[src/rtl/adder_accum_ctrl.sv]
// Operand accumulator around an external combinational adder: sums a streamed packet and
// presents the total, a sticky signed-overflow flag, and saturating carry and beat counts.
module adder_accum_ctrl #(
    parameter int WIDTH = 32,
    parameter int CNT_W = 8
) (
    input  logic             clk,
    input  logic             rst_n,
    input  logic             in_valid,
    output logic             in_ready,
    input  logic [WIDTH-1:0] in_data,
    input  logic             in_last,
    output logic [WIDTH-1:0] add_A,
    output logic [WIDTH-1:0] add_B,
    output logic             add_cin,
    input  logic [WIDTH-1:0] add_sum,
    input  logic             add_cout,
    input  logic             add_of,
    output logic             out_valid,
    input  logic             out_ready,
    output logic [WIDTH-1:0] out_sum,
    output logic             out_of,
    output logic [CNT_W-1:0] out_carries,
    output logic [CNT_W-1:0] out_beats
);

    typedef enum logic [1:0] {
        IDLE  = 2'd0,
        ACCUM = 2'd1,
        HOLD  = 2'd2
    } state_e;

    localparam logic [CNT_W-1:0] CNT_MAX = '1;

    state_e           state_q;
    logic [WIDTH-1:0] acc_q;
    logic             of_q;
    logic [CNT_W-1:0] carries_q, carries_d;
    logic [CNT_W-1:0] beats_q, beats_d;
    logic             in_ready_q;
    logic             out_valid_q;
    logic             fire;

    assign fire    = in_valid && in_ready_q;
    assign add_A   = acc_q;
    assign add_B   = in_data;
    assign add_cin = 1'b0;

    // NOTE: every signal written here gets a default first so no latch is inferred.
    always_comb begin
        carries_d = carries_q;
        beats_d   = beats_q;
        if (add_cout && (carries_q != CNT_MAX)) carries_d = carries_q + CNT_W'(1);
        if (beats_q != CNT_MAX)                 beats_d   = beats_q + CNT_W'(1);
    end

    // NOTE: state uses non-blocking assignments only; reset is sampled on the clock edge.
    always_ff @(posedge clk) begin
        if (!rst_n) begin
            state_q     <= IDLE;
            acc_q       <= '0;
            of_q        <= 1'b0;
            carries_q   <= '0;
            beats_q     <= '0;
            in_ready_q  <= 1'b1;
            out_valid_q <= 1'b0;
        end else begin
            case (state_q)
                IDLE, ACCUM: begin
                    if (fire) begin
                        acc_q     <= add_sum;
                        of_q      <= of_q | add_of;
                        carries_q <= carries_d;
                        beats_q   <= beats_d;
                        if (in_last) begin
                            state_q     <= HOLD;
                            in_ready_q  <= 1'b0;
                            out_valid_q <= 1'b1;
                        end else begin
                            state_q <= ACCUM;
                        end
                    end
                end
                HOLD: begin
                    // Handshake clears the result so the next packet starts from zero.
                    if (out_ready) begin
                        state_q     <= IDLE;
                        acc_q       <= '0;
                        of_q        <= 1'b0;
                        carries_q   <= '0;
                        beats_q     <= '0;
                        in_ready_q  <= 1'b1;
                        out_valid_q <= 1'b0;
                    end
                end
                default: begin
                    state_q     <= IDLE;
                    in_ready_q  <= 1'b1;
                    out_valid_q <= 1'b0;
                end
            endcase
        end
    end

    assign in_ready    = in_ready_q;
    assign out_valid   = out_valid_q;
    assign out_sum     = acc_q;
    assign out_of      = of_q;
    assign out_carries = carries_q;
    assign out_beats   = beats_q;

endmodule
[config.mk]
export PLATFORM = sky130hd
export DESIGN_NAME = adder_accum_ctrl
export DESIGN_NICKNAME = d
export VERILOG_FILES = /design/src/rtl/adder_accum_ctrl.sv
export SDC_FILE = /design/constraint.sdc
export NUM_CORES = 1
export LEC_CHECK = 0
export ABC_AREA = 1
export ABC_CLOCK_PERIOD_IN_PS = 3800
export BUFFER_PORTS_ARGS = -buffer_cell sky130_fd_sc_hd__clkbuf_2
export CAP_MARGIN = 20
export CORE_ASPECT_RATIO = 1.75
export CORE_UTILIZATION = 40
export CTS_BUF_LIST = sky130_fd_sc_hd__clkbuf_4 sky130_fd_sc_hd__clkbuf_8 sky130_fd_sc_hd__clkbuf_16
export DETAILED_ROUTE_END_ITERATION = 7
export GPL_TIMING_DRIVEN = 0
export PLACE_DENSITY = 0.78
export SLEW_MARGIN = 0
export SYNTH_ARGS = -nofsm -noshare
export SYNTH_HDL_FRONTEND = slang
export SYNTH_SLANG_ARGS = --single-unit
[constraint.sdc]
create_clock -name clk -period 3.8 [get_ports clk]
set_clock_uncertainty 0.2 [all_clocks]
set_input_delay 0.19 -clock clk [delete_from_list [all_inputs] [get_ports clk]]
set_output_delay 0.19 -clock clk [all_outputs]
set_load 0.01 [all_outputs]
Yosys cells after proc, flatten, opt, wreduce, memory -nomap -nowiden
Cells that the tools add are included.
{"block": "word_totals", "ff_bits": 53, "wordCells": 53, "input_bits": 71}
{"block": "classes", "n_addsub": 2, "muxes": 24, "n_eq_ne": 9, "reduce_logical": 10, "bitwise_logic": 1}
{"operator": "two-way mux 32 bit", "n": 2}
{"operator": "case mux 32 bit (2 select lines)", "n": 1}
{"operator": "two-way mux 8 bit", "n": 5}
{"operator": "case mux 8 bit (2 select lines)", "n": 2}
{"operator": "adder 8 x 1 -> 8 bit (second input constant)", "n": 2}
{"operator": "inequality test 8 bit (second input constant)", "n": 2}
{"operator": "inequality test 2 bit (second input constant)", "n": 5}
{"operator": "AND reduction 4 bit", "n": 2}
{"operator": "two-way mux 1 bit", "n": 7}
{"operator": "two-way mux 2 bit", "n": 3}
{"operator": "case mux 1 bit (2 select lines)", "n": 3}
{"operator": "AND reduction 3 bit", "n": 2}
{"operator": "case mux 2 bit (2 select lines)", "n": 1}
{"operator": "== test 2 x 1 -> 1 bit (second input constant)", "n": 1}
{"operator": "== test 2 bit (second input constant)", "n": 1}
{"operator": "logical AND 1 bit", "n": 2}
{"operator": "zero test 2 bit", "n": 1}
{"operator": "AND reduction 2 bit", "n": 1}
{"operator": "nonzero test 2 bit", "n": 1}
{"operator": "OR reduction 2 bit", "n": 1}
{"operator": "bitwise OR 1 bit", "n": 1}

Longest topological paths before layout
{"block": "depth", "depth_word": 5, "mapped_depth": 10, "depth_no_buf": 10}

Worst setup path before layout
No wires, ideal clock.
{"block": "synth_path", "path_type": "reg-to-reg", "start": "register beats_q[0], in the netlist out_beats[0]", "end": "register beats_q[3], in the netlist out_beats[3]", "path_stages_with_launch": 11, "slack_ns": 2.129, "n_path_buf": 0, "required_time_ns": 3.487, "setup_time_ns": 0.113, "arrival_time_ns": 1.358, "path_cell_list": "dfxtp_1 ha_1 nand2_1 nor2_1 nand3_1 nand2_2 inv_2 nand2_1 nand2_1 nand2_1 nor2_1"}
{"block": "synth_between", "elab_chain_cells": 4}
{"element": "start, declared", "line_no": "39", "text": "logic [CNT_W-1:0] beats_q, beats_d;"}
{"element": "start signal, assigned", "line_no": "74", "text": "beats_q <= beats_d;"}
{"element": "adder 8 x 1 -> 8 bit", "line_no": "54", "text": "if (beats_q != CNT_MAX) beats_d = beats_q + CNT_W'(1);"}
{"element": "two-way mux 8 bit", "line_no": "54"}
{"element": "two-way mux 8 bit", "line_no": "70", "text": "if (fire) begin"}
{"element": "case mux 8 bit (2 select lines)", "line_no": "68", "text": "case (state_q)"}
Several ways; a longest one is shown, not always the timed one. The select of a mux whose other input is x is not followed.
A chain may end at the register's enable or synchronous reset.

Worst setup path after layout
Same ends and word-level chain as after synthesis.

==> impl_metrics.py <==
metrics = {
    "clock_tree": {
        "clockBufferDepth": 2,
        "cts_resized": 0,
        "postCtsHoldBufs": 34,
        "cts_setup_buffers": 0,
        "numCtsBuffers": 5,
        "cts_tree": "done",
        "clock_sinks": 53,
        "clkLatencyLatePin_ns": 0.28,
        "cts.clk_slew.worst_paths_ns": 0.07,
        "h-tree-depth": 2,
        "clock-root-buffer": "clkbuf_16",
    },
    "synthesis": {
        "synth_area_um2": 2704,
        "synth_cells": 374,
        "synth_seq_cells": 53,
        "yosysWarnings": 0,
        "synth_cell_types": 27,
        "yosysSeqAreaShare_pct": 39.24,
        "syn_area_per_cell_um2": 7.230,
        "synth_fp_nets": 447,
    },
    "timing": {
        "hold-worst-slack_ns": 0.01591,
        "drv_slew": 0,
        "grt_setup_unrepaired": "false",
        "finalSetupViolations": 0,
        "slew_headroom_pct": 64.41,
        "hold_viol_final": 0,
        "tightestPinTransition_ns": 0.5338,
        "fin_crit_ns": 1.836,
        "min_period_over_period_pct": 48.31,
        "tns_ns": 0,
        "max_freq_mhz": 544.8,
    },
    "setup_path": {
        "required_ns": 3.78,
        "crit_start": "out_beats[0]",
        "cp_max_fo": 6,
        "r2r_setup_slack_ns": 1.96,
        "worstPathArrival_ns": 1.82,
        "endpoint_kind": "flop",
        "critPathKind": "flop to flop",
        "r2r-start": "out_beats[0]",
        "cp-start-kind": "flop",
    },
    "detailed_routing": {
        "vias": 2957,
        "drtAntennaViolNets": 0,
        "detailedRoute.firstPassIterationCount": 4,
        "drt-vias-per-instance": 4.542,
        "wl_um": 7536,
        "drc_errors": 0,
        "wl_per_cell_um": 11.58,
        "drt_iter0_markers": 128,
    },
    "grt": {
        "antenna_found_initial": 0,
        "grt_max_degree": 16,
        "grt_pass1_wl_um": 12080,
        "grt_pass1_vias": 2734,
        "grt_use_total_pct": 21.10,
        "grt-ovfl-total": 0,
    },
    "cells_and_area": {
        "layout-drive-gt1-share_pct": 42.88,
        "diodes": 0,
        "finalNetCount": 641,
        "synthToLayoutAreaGrowth_pct": 51.23,
    },
    "floorplanning": {
        "rows": 39,
        "die_width_um": 64.15,
        "ios": 187,
        "fp.dieArea_um2": 7106,
        "die_height_um": 110.8,
        "core-area_um2": 6539,
        "initial_core_util_pct": 41.35,
    },
    "placement": {
        "io_buffers": 153,
        "routabilityCongestion": 0.9082,
        "hpwl_um": 5522,
    },
    "power": {
        "p_leak_uw": 0.002125,
        "peakVddDrop_mv": 0.2030,
        "powerDensity_nw_per_um2": 359.8,
    },
    "run": {
        "maxCapViolCount": 0,
    },
    "status": {
        "outcome": "finished clean",
    },
    "min_path": {
        "hp-start": "in_last",
        "worst_hold_path_type": "input port to flop",
    },
}
[layer usage]
metal	GRT usage (%)	vias to the layer above	wire (um)
li1	-	1489	-
met2	41.63	132	4225
met5	0	-	0
met3	1.749	18	395
met4	9.333	0	220
met1	21.43	1318	2694
[per-stage QoR]
step | instance area [um^2] | utilization [%] | setup WS, ns | instances | total power (uW)
after floorplan | 2704 | - | 2.129 | 374 | 813.7
after CTS | 4089 | 62.53 | 1.973 | 651 | 1483
after global routing | 4089 | 62.53 | 1.827 | 651 | 1545
after global placement | 3572 | 54.63 | 2.011 | 609 | 926.6
final | 4089 | 62.53 | 1.964 | 651 | 1471
after detailed placement | 3572 | 54.63 | 1.983 | 609 | 932.8
[final timing paths]
path | depth (start not counted) | end
worst max-delay path | 10 | out_beats[3]
worst min-delay path | 3 | state_q[1]
worst max register to register | 10 | out_beats[3]
worst min register to register | 2 | out_of
[sequential cells by signal, indices dropped and copies added, names as in the netlist]
| register | count |
|---|---|
| out_valid | 1 |
| add_A | 32 |
| out_beats | 8 |
| state_q | 2 |
| out_of | 1 |
| out_carries | 8 |
| in_ready | 1 |
[cells by family after synthesis]
family / share of synthesized area, %
buffers and inverters: 23.60
AO/OA/AOI/OAI: 10.83
AND/OR/NAND/NOR: 24.94
adder cells (fa/ha/maj): 0.9253
other: 0.1387
XOR/XNOR: 0.3240
flip-flops: 39.24
[report_power, final]
| group | internal [uW] | switching, uW |
|---|---|---|
| Clock | 336 | 185 |
| Sequential | 588 | 29.1 |
| Combinational | 169 | 164 |
[cell usage in the layout (no fill, tap or decap), drive strengths merged]
cell type	netlist	routed
nand3b	2	2
clkinv	1	1
a31oi	1	1
inv	22	22
xor2	1	1
o21ai	7	7
a211oi	1	1
nand3	12	12
nand2	118	118
or2	1	1
clkbuf	4	164
nor2	27	27
conb	1	1
nor3	2	2
a21oi	45	45
o21bai	2	2
bufinv	0	1
ha	2	2
dfxtp	53	53
dlygate4sd3	0	34
buf	72	72
[worst max-delay path, stage by stage (launching register included)]
cell and delay, ns:
dfxtp_1 0.39, ha_1 0.19, nand2_1 0.09, nor2_1 0.23, nand3_1 0.17, nand2_2 0.16
inv_2 0.08, nand2_1 0.08, nand2_1 0.05, nand2_1 0.05, nor2_1 0.03
[cells in the mapped netlist (all sizes together)]
cell type / count / area, um^2
a211oi: 1 / 7.510
a21oi: 45 / 229.0
a31oi: 1 / 6.260
buf: 72 / 536.8
clkbuf: 4 / 15.01
clkinv: 1 / 3.750
conb: 1 / 3.750
dfxtp: 53 / 1061
ha: 2 / 25.02
inv: 22 / 82.58
nand2: 118 / 460.4
nand3: 12 / 65.06
nand3b: 2 / 15.01
nor2: 27 / 117.6
nor3: 2 / 10.01
o21ai: 7 / 35.03
o21bai: 2 / 15.01
or2: 1 / 6.260
xor2: 1 / 8.760
[final cells by class]
class	instances	area (um^2)
inverter	23	86.33
buffer	76	551.8
timing repair buffer	187	1106
multi-input combinational	222	1005
fill	599	2450
tap	82	102.6
clock buffer	7	146.4
clock inverter	1	30.03
sequential	53	1061
Note: power is estimated with default switching activity, not from simulation.
